### config.mk
export PLATFORM = sky130hd
export DESIGN_NAME = wb_stage_reg
export DESIGN_NICKNAME = d
export VERILOG_FILES = /design/src/rtl/wb_stage_reg.sv
export SDC_FILE = /design/constraint.sdc
export NUM_CORES = 1
export LEC_CHECK = 0
export BUFFER_PORTS_ARGS = -buffer_cell sky130_fd_sc_hd__buf_2
export CAP_MARGIN = 20
export CORE_ASPECT_RATIO = 0.7
export CORE_UTILIZATION = 49
export CTS_CLUSTER_SIZE = 30
export DETAILED_ROUTE_END_ITERATION = 10
export PLACE_DENSITY_LB_ADDON = 0.05
export SLEW_MARGIN = 20
export SYNTH_ARGS = -nofsm -noshare
export SYNTH_HDL_FRONTEND = slang
export SYNTH_SLANG_ARGS = --single-unit
### constraint.sdc
create_clock -name clk -period 2.7 [get_ports clk]
set_input_delay 0.27 -clock clk [delete_from_list [all_inputs] [get_ports clk]]
set_output_delay 0.27 -clock clk [all_outputs]
set_load 0.02 [all_outputs]
### src/rtl/wb_stage_reg.sv
// Multi-lane MEM/WB pipeline register with stall/bubble/flush handling and a saturating retired-write counter.
// Optional forwarding query ports are compiled in when WB_STAGE_FWD_EN is defined.
module wb_stage_reg #(
    parameter int DATA_W  = 32,
    parameter int ADDR_W  = 5,
    parameter int LANES   = 1,
    parameter int STALL_W = 6,
    parameter int STAGE   = 4,
    parameter int CNT_W   = 32
) (
    input  logic                      clk,
    input  logic                      rst,
    input  logic [STALL_W-1:0]        stall,
    input  logic                      flush,
    input  logic [LANES*DATA_W-1:0]   res_in,
    input  logic [LANES*ADDR_W-1:0]   rdest_in,
    input  logic [LANES-1:0]          we_in,
    output logic [LANES*DATA_W-1:0]   res_out,
    output logic [LANES*ADDR_W-1:0]   rdest_out,
    output logic [LANES-1:0]          we_out,
    output logic [LANES-1:0]          valid_out,
    output logic [CNT_W-1:0]          retired_cnt
`ifdef WB_STAGE_FWD_EN
    ,
    input  logic [ADDR_W-1:0]         fwd_raddr0,
    input  logic [ADDR_W-1:0]         fwd_raddr1,
    output logic                      fwd_hit0,
    output logic                      fwd_hit1,
    output logic [DATA_W-1:0]         fwd_data0,
    output logic [DATA_W-1:0]         fwd_data1
`endif
);

    localparam int SUM_W = CNT_W + 3;

    logic                 stage_stall;
    logic                 next_stall;
    logic                 hold;
    logic                 clear;
    logic [LANES-1:0]     we_qual;
    logic [2:0]           pop;
    logic [SUM_W-1:0]     cnt_sum;
    logic [CNT_W-1:0]     cnt_next;
    logic                 stall_unused;

    assign stall_unused = ^stall;
    assign stage_stall  = stall[STAGE];
    assign next_stall   = stall[STAGE+1];
    assign hold         = stage_stall && next_stall && !flush;
    assign clear        = flush || (stage_stall && !next_stall);

    // Writes to x0 are architecturally discarded, so they never leave this stage enabled.
    always_comb begin
        we_qual = '0;
        for (int i = 0; i < LANES; i++) begin
            we_qual[i] = we_in[i] && (rdest_in[i*ADDR_W +: ADDR_W] != '0);
        end
    end

    always_comb begin
        pop = '0;
        for (int i = 0; i < LANES; i++) begin
            pop = pop + {2'b00, we_out[i]};
        end
        cnt_sum = {3'b000, retired_cnt} + {{CNT_W{1'b0}}, pop};
        if (cnt_sum > {3'b000, {CNT_W{1'b1}}}) begin
            cnt_next = '1;
        end else begin
            cnt_next = cnt_sum[CNT_W-1:0];
        end
    end

    // The counter charges the entry currently held here, so a held entry is only charged when it finally leaves.
    always_ff @(posedge clk or negedge rst) begin
        if (!rst) begin
            res_out     <= '0;
            rdest_out   <= '0;
            we_out      <= '0;
            valid_out   <= '0;
            retired_cnt <= '0;
        end else begin
            if (!hold) begin
                retired_cnt <= cnt_next;
            end
            if (clear) begin
                res_out   <= '0;
                rdest_out <= '0;
                we_out    <= '0;
                valid_out <= '0;
            end else if (!stage_stall) begin
                res_out   <= res_in;
                rdest_out <= rdest_in;
                we_out    <= we_qual;
                valid_out <= '1;
            end
        end
    end

`ifdef WB_STAGE_FWD_EN
    // Scanning upward lets the highest matching lane win, matching register-file write order.
    always_comb begin
        fwd_hit0  = 1'b0;
        fwd_hit1  = 1'b0;
        fwd_data0 = '0;
        fwd_data1 = '0;
        for (int i = 0; i < LANES; i++) begin
            if (we_out[i] && (fwd_raddr0 != '0) && (rdest_out[i*ADDR_W +: ADDR_W] == fwd_raddr0)) begin
                fwd_hit0  = 1'b1;
                fwd_data0 = res_out[i*DATA_W +: DATA_W];
            end
            if (we_out[i] && (fwd_raddr1 != '0) && (rdest_out[i*ADDR_W +: ADDR_W] == fwd_raddr1)) begin
                fwd_hit1  = 1'b1;
                fwd_data1 = res_out[i*DATA_W +: DATA_W];
            end
        end
    end
`endif

endmodule
==> results.sh <==
export IMPL_synth_seq_cells=71
export IMPL_drive_gt1_frac=0.3732
export IMPL_synthFlopType="dfrtp_1"
export IMPL_synth_area_leaders="dfrtp_1 55%, a22o_1 10%, nand4_1 3.5%, a21oi_1 2.6%, a31oi_1 2.3%"
export IMPL_peakVddDrop_mv=0.3712
export IMPL_reg2reg_slack_ns=0.37
export IMPL_htreeDepth=3
export IMPL_synth_area_per_cell_sq_um=11.22
export IMPL_setup_viol=0
export IMPL_dp_hpwl_um=5688
export IMPL_yosysMostFrequentCell="dfrtp_1"
export IMPL_antenna_left=0
export IMPL_gp_congestion=0.8326
export IMPL_crit_path_max_fanout=12
export IMPL_drc_errors=0
export IMPL_wl_um=8028
export IMPL_rsz0062_at_grt="false"
export IMPL_hold_buffers=0
export IMPL_antennaDiodeCount=0
export IMPL_power_density_mw_per_mm2=626.7
export IMPL_hold_viol=0
export IMPL_r2r_start="retired_cnt[0]"
export IMPL_grt_max_degree=42
export IMPL_clock_latency_ns=0.34
export IMPL_r2r_cells=7
export IMPL_syn_nets=337
export IMPL_syn_area_sq_mm=0.003219
export IMPL_track_usage=0.2553
export IMPL_period_minus_slack_ns=2.325
export IMPL_path_cells="ha_1, ha_1, nand4_1, nor3_1, buf_4, nand4_1, o21ai_0"
export IMPL_netlist_instances=287
export IMPL_syn_to_final_growth_pct=28.25
export IMPL_die_w_um=98.88
export IMPL_finClkSkew_ns=0.007447
export IMPL_ios=118
export IMPL_design_die_area_sq_mm=0.006903
export IMPL_cp_slowest_stage_delay_ns=0.42
export IMPL_start_util=0.5130
export IMPL_clk_pin_slew_worst_paths_ns=0.08
export IMPL_min_path_type="in2async"
export IMPL_synthTopCellsByCount="71 x dfrtp_1, 37 x a22o_1, 18 x nand4_1"
export IMPL_crit_path_end="retired_cnt[27]"
export IMPL_synth_area_leader_cell="dfrtp_1"
export IMPL_dr_total_vias=2898
export IMPL_ys_seq_area_frac=0.5519
export IMPL_path_class="reg2reg"
export IMPL_slowest_stage="nand4_1"
export IMPL_tns_ns=0
export IMPL_drtIter0Drc=183
export IMPL_setup_ws_ns=0.3745
export IMPL_grt_pass1_vias=2739
export IMPL_grt_pass1_wl_um=13600
export IMPL_timing_fmax_mhz=430.0
export IMPL_clock_path_buffers=2
export IMPL_cts_resized=0
export IMPL_yosysWarnings=0
export IMPL_startpoint="retired_cnt[0]"
export IMPL_critPathRequiredTime_ns=2.95
export IMPL_dp_slack_ns=0.3968
export IMPL_worstMarginPinSlew_ns=0.8592
export IMPL_drt_pre_antenna_iters=4
export IMPL_antenna_found_initial=0
export IMPL_io_buffer_count=113
export IMPL_layout_nets=455
export IMPL_cp_start_kind="flop"
export IMPL_max_cap_violations=0
export IMPL_synth_cell_type_count=44
export IMPL_r2r_end="retired_cnt[27]"
export IMPL_finalCritPeriodShare=0.8613
export IMPL_cts_buffers=9
export IMPL_crit_arrival_ns=2.58
export IMPL_synth_edff_count=0
export IMPL_p_leak_nw=2.162
export IMPL_maxSlewHeadroom=0.4272
export IMPL_synth_top_area_share=0.5519
export IMPL_cp_end_kind="flop"
export IMPL_overflow=0
export IMPL_viasPerCell=5.939
export IMPL_cts_setup_buffers=0
export IMPL_rows=24
export IMPL_drv_slew=0
export IMPL_die_h_um=69.82
export IMPL_cts_tree="yes"
export IMPL_status="finished, final reports clean"
export IMPL_avgRoutedWirePerCell_um=16.45
export IMPL_cts_sinks=71
export IMPL_core_sq_mm=0.006276
export IMPL_root_buffer="clkbuf_8"
export IMPL_async_reset_ff_frac=1.000
[metal layers]
layer / vias up / GRT usage / part of all wire
met3: 11 / 0.06149 / 0.074
met2: 119 / 0.3652 / 0.42
met4: 0 / 0.09287 / 0.012
li1: 1358 / - / -
met5: - / 0 / 0
met1: 1410 / 0.3770 / 0.49
[layout make-up]
cell class	instances	area, sq um
clock inverter	7	121.4
multi-input combinational	196	1358
tap	78	97.59
timing repair buffer	122	633.1
sequential	71	1777
fill	539	2147
clock buffer	9	123.9
inverter	5	18.77
[stage by stage]
stage / hold slack [ns] / power (W) / area [sq um] / util / instances
floorplan: -0.02559 / 0.001419 / 3219 / - / 287
global placement: 0.4283 / 0.001578 / 3884 / 0.6188 / 472
detailed placement: 0.4319 / 0.001586 / 3884 / 0.6188 / 472
CTS: 0.05682 / 0.002610 / 4129 / 0.6579 / 488
global route: 0.1025 / 0.002699 / 4129 / 0.6579 / 488
finish: 0.03424 / 0.002588 / 4129 / 0.6579 / 488
[logic make-up after synthesis]
family	synth area share
adders and majority gates	0.01166
DFF	0.5519
muxes	0.01710
buffers and inverters	0.02915
AOI/OAI and AO/OA	0.1846
xor gates and xnor gates	0.01360
and+or+nand+nor	0.1920
[sequential cells by signal (all words and copies together), names as in the netlist]
name and flops:
valid_out 1, rdest_out 5, retired_cnt 32, res_out 32
we_out 1
[placed cells by master, fill, tap and decap left out, types with 2 or more instances in the layout]
| master | instances |
|---|---|
| and4_2 | 3 |
| and2_1 | 4 |
| nor2_1 | 11 |
| clkinv_4 | 3 |
| nor3_1 | 10 |
| nand3_1 | 8 |
| ha_1 | 3 |
| buf_2 | 113 |
| inv_1 | 5 |
| dfrtp_1 | 71 |
| clkbuf_8 | 9 |
| a22o_1 | 37 |
| a31oi_1 | 12 |
| nor4_1 | 6 |
| bufinv_16 | 3 |
| o21ai_0 | 8 |
| a41oi_1 | 2 |
| and4_1 | 6 |
| xor2_1 | 4 |
| nor4_2 | 2 |
| a21oi_1 | 17 |
| nand4_1 | 18 |
| buf_4 | 9 |
| nand2_1 | 13 |
| mux2_2 | 4 |
| and3_1 | 9 |
[power by group]
part	total [W]	internal [W]	switching, W
Combinational	0.000349	0.000135	0.000214
Sequential	0.00122	0.00113	0.0000831
Clock	0.00102	0.000617	0.000407
Total	0.00259	0.00188	0.000704
[worst min-delay path by stage]
stage	to	start	cells past startpoint
CTS	retired_cnt[26]	rst	1
global route	retired_cnt[26]	rst	1
floorplan	rdest_out[0]	rst	0
global placement	retired_cnt[24]	rst	1
finish	retired_cnt[26]	rst	1
detailed placement	retired_cnt[26]	rst	1
[worst max-delay path: cells and delay by family (launching register included)]
family / cells / cell delay (ns)
buf+inv: 1 / 0.25
fa+ha+maj: 2 / 0.38
flops: 1 / 0.40
compound gates: 1 / 0.22
simple gates: 3 / 0.99
Power figures use the tool's default switching activity.
